`src/rtl/video_core_ctrl.sv`:
```
// Frame-synchronous bypass controller for the video core chain with a CPU register file.
// Define VIDEO_CTRL_AUTO_CYCLE_EN to compile in the demo auto-cycle mode.

package vga_pkg;
    typedef struct packed {
        logic        start;
        logic        line_end;
        logic [23:0] rgb;
    } vga_frame_t;
endpackage

module video_core_ctrl
    import vga_pkg::*;
#(
    parameter int NUM_CORES = 4,
    parameter int CYCLE_DEF = 60
) (
    input  logic                 clk,
    input  logic                 rst,
    input  logic                 stall,
    input  logic                 source_vld,
    input  vga_frame_t           source_frame,
    input  logic                 ctrl_write,
    input  logic                 ctrl_read,
    input  logic [1:0]           ctrl_addr,
    input  logic [31:0]          ctrl_wdata,
    output logic [31:0]          ctrl_rdata,
    output logic [NUM_CORES-1:0] bypass,
    output logic [15:0]          frame_cnt
);

    typedef enum logic {IDLE, PEND} state_t;

    state_t               state_q, state_d;
    logic                 fb;
    logic                 wr_ctrl, wr_shadow, wr_cycle;
    logic                 immediate;
    logic [NUM_CORES-1:0] shadow;
    logic [NUM_CORES-1:0] bypass_d;
    logic [7:0]           cycle;
    logic                 pending;
    logic [31:0]          rdata_d;
    logic                 auto_en, auto_act;
    logic                 auto_on, auto_off, auto_step;
    logic [2:0]           active_idx, next_idx;
    logic                 unused_ok;

    assign fb        = source_vld & source_frame.start & ~stall;
    assign wr_ctrl   = ctrl_write && (ctrl_addr == 2'd0);
    assign wr_shadow = ctrl_write && (ctrl_addr == 2'd1);
    assign wr_cycle  = ctrl_write && (ctrl_addr == 2'd2);
    assign pending   = (state_q == PEND);
    assign unused_ok = ^{ctrl_wdata, source_frame};

`ifdef VIDEO_CTRL_AUTO_CYCLE_EN
    logic [7:0] auto_cnt;
    logic [7:0] period;
    logic [8:0] cnt_inc;

    assign period    = (cycle == 8'd0) ? 8'd1 : cycle;
    assign cnt_inc   = {1'b0, auto_cnt} + 9'd1;
    assign next_idx  = (active_idx == 3'(NUM_CORES - 1)) ? 3'd0 : active_idx + 3'd1;
    assign auto_on   = fb & auto_en & ~auto_act;
    assign auto_off  = fb & ~auto_en & auto_act;
    assign auto_step = fb & auto_en & auto_act & (cnt_inc >= {1'b0, period});

    // auto_en is the CPU request; auto_act follows it only on frame boundaries
    always_ff @(posedge clk) begin
        if (rst) begin
            auto_en    <= 1'b0;
            auto_act   <= 1'b0;
            active_idx <= 3'd0;
            auto_cnt   <= 8'd0;
        end else begin
            if (wr_ctrl)
                auto_en <= ctrl_wdata[0];
            if (fb)
                auto_act <= auto_en;
            if (auto_on) begin
                active_idx <= 3'd0;
                auto_cnt   <= 8'd0;
            end else if (auto_step) begin
                active_idx <= next_idx;
                auto_cnt   <= 8'd0;
            end else if (fb & auto_en & auto_act) begin
                auto_cnt <= cnt_inc[7:0];
            end
        end
    end
`else
    assign auto_en    = 1'b0;
    assign auto_act   = 1'b0;
    assign auto_on    = 1'b0;
    assign auto_off   = 1'b0;
    assign auto_step  = 1'b0;
    assign active_idx = 3'd0;
    assign next_idx   = 3'd0;
`endif

    always_comb begin
        state_d  = state_q;
        bypass_d = bypass;
        if (auto_act || auto_on) begin
            // auto mode owns bypass; shadow writes only queue up as pending
            if (wr_shadow)
                state_d = PEND;
            if (auto_on) begin
                bypass_d = ~NUM_CORES'(1);
            end else if (auto_off) begin
                bypass_d = shadow;
                state_d  = wr_shadow ? PEND : IDLE;
            end else if (auto_step) begin
                bypass_d = ~(NUM_CORES'(1) << next_idx);
            end
        end else begin
            case (state_q)
                IDLE: begin
                    if (wr_shadow) begin
                        if (immediate)
                            bypass_d = ctrl_wdata[NUM_CORES-1:0];
                        else
                            state_d = PEND;
                    end
                end
                PEND: begin
                    if (wr_shadow && immediate) begin
                        bypass_d = ctrl_wdata[NUM_CORES-1:0];
                        state_d  = IDLE;
                    end else if (fb) begin
                        // shadow still holds the pre-write value on a colliding write
                        bypass_d = shadow;
                        state_d  = wr_shadow ? PEND : IDLE;
                    end
                end
                default: state_d = IDLE;
            endcase
        end
    end

    always_comb begin
        rdata_d = '0;
        case (ctrl_addr)
            2'd0:    rdata_d[1:0] = {immediate, auto_en};
            2'd1:    rdata_d[NUM_CORES-1:0] = shadow;
            2'd2:    rdata_d[7:0] = cycle;
            default: rdata_d = {frame_cnt, 12'd0, active_idx, pending};
        endcase
    end

    always_ff @(posedge clk) begin
        if (rst) begin
            state_q    <= IDLE;
            bypass     <= '1;
            shadow     <= '1;
            immediate  <= 1'b0;
            cycle      <= 8'(CYCLE_DEF);
            frame_cnt  <= 16'd0;
            ctrl_rdata <= 32'd0;
        end else begin
            state_q <= state_d;
            bypass  <= bypass_d;
            if (wr_ctrl)
                immediate <= ctrl_wdata[1];
            if (wr_shadow)
                shadow <= ctrl_wdata[NUM_CORES-1:0];
            if (wr_cycle)
                cycle <= ctrl_wdata[7:0];
            if (fb)
                frame_cnt <= frame_cnt + 16'd1;
            if (ctrl_read)
                ctrl_rdata <= rdata_d;
        end
    end

endmodule

```
`config.mk`:
```
export PLATFORM = sky130hd
export DESIGN_NAME = video_core_ctrl
export DESIGN_NICKNAME = d
export VERILOG_FILES = /design/src/rtl/video_core_ctrl.sv
export SDC_FILE = /design/constraint.sdc
export NUM_CORES = 1
export LEC_CHECK = 0
export ABC_AREA = 1
export CAP_MARGIN = 15
export CORE_MARGIN = 1
export CORE_UTILIZATION = 36
export CTS_BUF_LIST = sky130_fd_sc_hd__clkbuf_8 sky130_fd_sc_hd__clkbuf_16
export CTS_CLUSTER_SIZE = 8
export DETAILED_ROUTE_END_ITERATION = 10
export DONT_BUFFER_PORTS = 1
export PLACE_DENSITY = 0.57
export SETUP_SLACK_MARGIN = 0.4
export SYNTH_ARGS = -nofsm -noshare
export SYNTH_HDL_FRONTEND = slang
export SYNTH_SLANG_ARGS = --single-unit
```
`constraint.sdc`:
```
create_clock -name clk -period 2.99 [get_ports clk]
set_clock_uncertainty 0.1 [all_clocks]
set_input_delay 0.299 -clock clk [delete_from_list [all_inputs] [get_ports clk]]
set_output_delay 0.299 -clock clk [all_outputs]
set_load 0.1 [all_outputs]
```
### After elaboration in Yosys (flattened, before gate mapping)

Index checks and enable logic that the tools add are counted.

* bits in registers: 66
* input bits: 66
* word-level logic and storage cells: 39

* add/subtract/negate cells: 1
* equality and inequality tests: 5
* muxes and demuxes: 15
* bitwise logic cells: 4
* reductions and logical operators: 7

Operator list (count)
* two-way mux 24 bit: 1
* two-way mux 4 bit: 5
* adder 16 x 1 -> 16 bit, second input constant: 1
* case mux 4 bit (2 select lines): 1
* case mux 2 bit (3 select lines): 1
* two-way mux 1 bit: 5
* logical AND 1 bit: 4
* inequality test 2 bit, second input constant: 2
* case mux 2 bit (2 select lines): 1
* inequality test 3 x 1 -> 1 bit, second input constant: 1
* AND reduction 3 bit: 1
* OR reduction 3 bit: 1
* AND 1 bit: 2
* == test 2 x 1 -> 1 bit, second input constant: 1
* == test 2 bit, second input constant: 1
* logical NOT 2 bit: 1
* inverter 1 bit: 2
* case mux 1 bit (2 select lines): 1

### Longest topological paths before layout

* word-level depth: 6
* mapped depth: 9
* mapped depth without buffers: 9

### Least setup slack after synthesis

No wires, ideal clock.

* path kind: flip-flop to flip-flop
* start: register frame_cnt[0]
* end: register frame_cnt[6]
* setup time: 0.070 ns
* arrival time: 1.998 ns
* required time: 2.820 ns
* setup slack: 0.822 ns
* cell stages (with the launch flop): 8
* period minus slack after synthesis: 2.168 ns
* path through: dfxtp_1 -> ha_1 -> nand3_1 -> nor2_4 -> nand2_2 -> inv_1 -> nand2_1 -> a21oi_1

* cells in the longest elaborated chain, start to end: 1

RTL lines
* from (decl): RTL line 29 `output logic [15:0] frame_cnt`
* from (signal assigned): RTL line 169 `frame_cnt <= frame_cnt + 16'd1;`
* adder 16 x 1 -> 16 bit: RTL line 169

No other way between the ends.
A chain may end at the register's enable or synchronous reset.

### Worst setup path after layout

* start: register frame_cnt[15]
* end: output frame_cnt[15]

No word-level cell between the ends.

==> impl_metrics.toml <==
[status]
outcome = "finished clean"

[drt]
drtPass1Iterations = 4
viasPerCell = 4.79
vias = 2165
drt_drc_violations_left = 0
finalWirelength_um = 6060
drt_iter0_drc = 66
postRouteAntennaNets = 0
wl_per_cell_um = 13.4

[clocking]
clock_sinks = 58
clock_latency_ns = 0.33
tritoncts = "done"
clk_pin_slew_ns = 0.07
cts-htree-levels = 3
root_buffer = "clkbuf_8"
cts_setup_buffers = 0
cts_max_path_buffers = 2
cts_buffers = 9

[global_route]
antenna_found_initial = 0
grt_pass1_wl_um = 9990
global_route.overflow_total = 0
grt_usage_pct = 17.5
grt_max_degree = 31
grt_pass1_vias = 2095

[run]
cap_violations = 0

[layout]
final_common_cell = "nand2_1"
stdcell_count = 452
antenna_cells = 0
nNetsFinal = 423
fillers = 752
final_layout_size_suffix_gt1_share_pct = 13.8
final_cell_mix = "nand2_1 (75), dfxtp_1 (58), a21oi_1 (35)"
syn_to_final_growth_pct = 14.6

[logic_synthesis]
syn_area_um2 = 2570
async_flop_share_pct = 0
yosysWarnings = 0
syn_avg_cell_area_um2 = 7.64
postSynthCellCount = 336
ys_seq_area_share_pct = 45.2
synth-main-ff-cell = "dfxtp_1"
synth.distinct_cells = 30
ys_seq_elements = 58
synth_edf_count = 0

[power]
p_total_uw = 1690
switching_share_pct = 28.0
switchingPower_uw = 474
power_frac_clock_pct = 41.9
seqPwrFrac_pct = 49.5
power_density_nw_per_um2 = 575
power_leakage_uw = 0.00120
internal_power_uw = 1220
pwr-share-comb_pct = 8.6
peakVddDrop_mv = 0.280

[timing]
rsz0062_at_grt = "false"
fin_hold_ws_ns = 0.0271
setup_viol = 0
timing.setup.tns_ns = 0
max_slew_margin_pct = 28.8
period_needed_ns = 1.73
drv_slew = 0
timing.final.hold_violations = 0
fin_crit_sh_pct = 57.9
fmax_ghz = 0.577
tightest_slew_ns = 1.06
fin_ws_ns = 1.26

[floorplanning]
core-area_um2 = 6830
start_util_pct = 37.6
die_width_um = 86.5
num_rows = 30
dieHeight_um = 86.5
ioPinCount = 118
die-area_um2 = 7480

[critical_path]
cp-start-kind = "flop"
critical_path.max_fanout = 4
arrival_ns = 1.33
path_class = "flop to output port"
timing.critical_path.required_ns = 2.59
cp-end-kind = "output port"

[placed_design]
port_buffers = 0
pre_cts_ws_ns = 1.26
place_congestion = 0.764
hpwlAfterDp_um = 4270
place_inst = 434

[hold_path]
hp-class = "input pin to flop"
## sequential cells by signal (all words and copies together) (netlist names)
register / cells
cycle: 8
bypass: 4
pending: 1
immediate: 1
frame_cnt: 16
ctrl_rdata: 24
shadow: 4
## metal layers
layer,vias up,GRT usage (%),wire length [µm]
met5,-,0,0
met4,0,4.55,44
met3,8,7.43,409
met2,56,29.9,3030
met1,983,20.0,2580
li1,1118,-,-
## path summary, 6_finish.rpt
path              slack (ns)            from             end  cells after the start
hold / removal          0.03       ctrl_read   ctrl_rdata[7]                      2
setup / recovery        1.26   frame_cnt[15]   frame_cnt[15]                      0
hold reg to reg         0.37  ctrl_rdata[26]  ctrl_rdata[26]                      2
setup reg to reg        1.27    frame_cnt[0]   frame_cnt[10]                      7
## worst reg2reg max path: stages (launching register included)
cell and delay [ns]:
dfxtp_1 0.31, buf_4 0.32, ha_1 0.23, nand3_1 0.12
nor2_4 0.21, nand3_1 0.11, o21ai_0 0.15, nor2_1 0.05
## metrics by stage
stage | utilization [%] | instance area, µm²
floorplan | - | 2590
global placement | 39.8 | 2720
detailed placement | 39.8 | 2720
CTS | 43.1 | 2940
global route | 43.1 | 2940
finish | 43.1 | 2940
## layout make-up
| cell class | count | area [µm²] | share of cell area (%) |
|---|---|---|---|
| Clock inverter | 5 | 56.3 | 1.91 |
| Sequential cell | 58 | 1160 | 39.5 |
| Multi-Input combinational cell | 234 | 1200 | 40.7 |
| Clock buffer | 10 | 138 | 4.68 |
| Inverter | 29 | 111 | 3.78 |
| Tap cell | 96 | 120 | 4.08 |
| Timing Repair Buffer | 20 | 158 | 5.36 |
## kinds of logic (layout without fill, tap and decap cells)
| group | Yosys count | in the layout | synth area share (%) |
|---|---|---|---|
| xor gates and xnor gates | 1 | 1 | 0.341 |
| AOI/OAI and AO/OA | 67 | 67 | 15.2 |
| and+or+nand+nor | 153 | 153 | 27.5 |
| adders and majority gates | 5 | 5 | 2.44 |
| buffers and inverters | 51 | 64 | 9.16 |
| DFF | 58 | 58 | 45.2 |
| other | 1 | 8 | 0.146 |
## cell usage after synthesis, types with 3 or more instances
cell type,number,share of area [%]
nor2_1,25,3.7
ha_1,5,2.4
nand4_1,4,0.97
a21oi_1,35,6.8
o21ai_0,15,2.9
inv_1,27,3.9
nor2_2,3,0.73
nand3_1,34,6.6
nand2_2,4,0.97
buf_4,9,2.6
dfxtp_1,58,45
clkbuf_1,7,1.0
nor2_4,3,1.3
nand2_1,75,11
buf_2,6,1.2
o211ai_1,10,2.9
## what timing repair did
| item | 4_1_cts | 5_1_grt |
|---|---|---|
| gates resized for setup | 0 | 0 |
| hold buffers | 3 | 0 |
| hold endpoints to repair | 29 | 0 |
## power by group through the flow
stage | combinational [µW] | sequential [µW] | clock [µW]
after global placement | 136 | 854 | 0
after detailed placement | 138 | 855 | 0
after floorplan | 122 | 868 | 0
after CTS | 147 | 837 | 732
after global routing | 159 | 839 | 766
final | 146 | 837 | 709
Note: power is estimated with default switching activity, not from simulation.
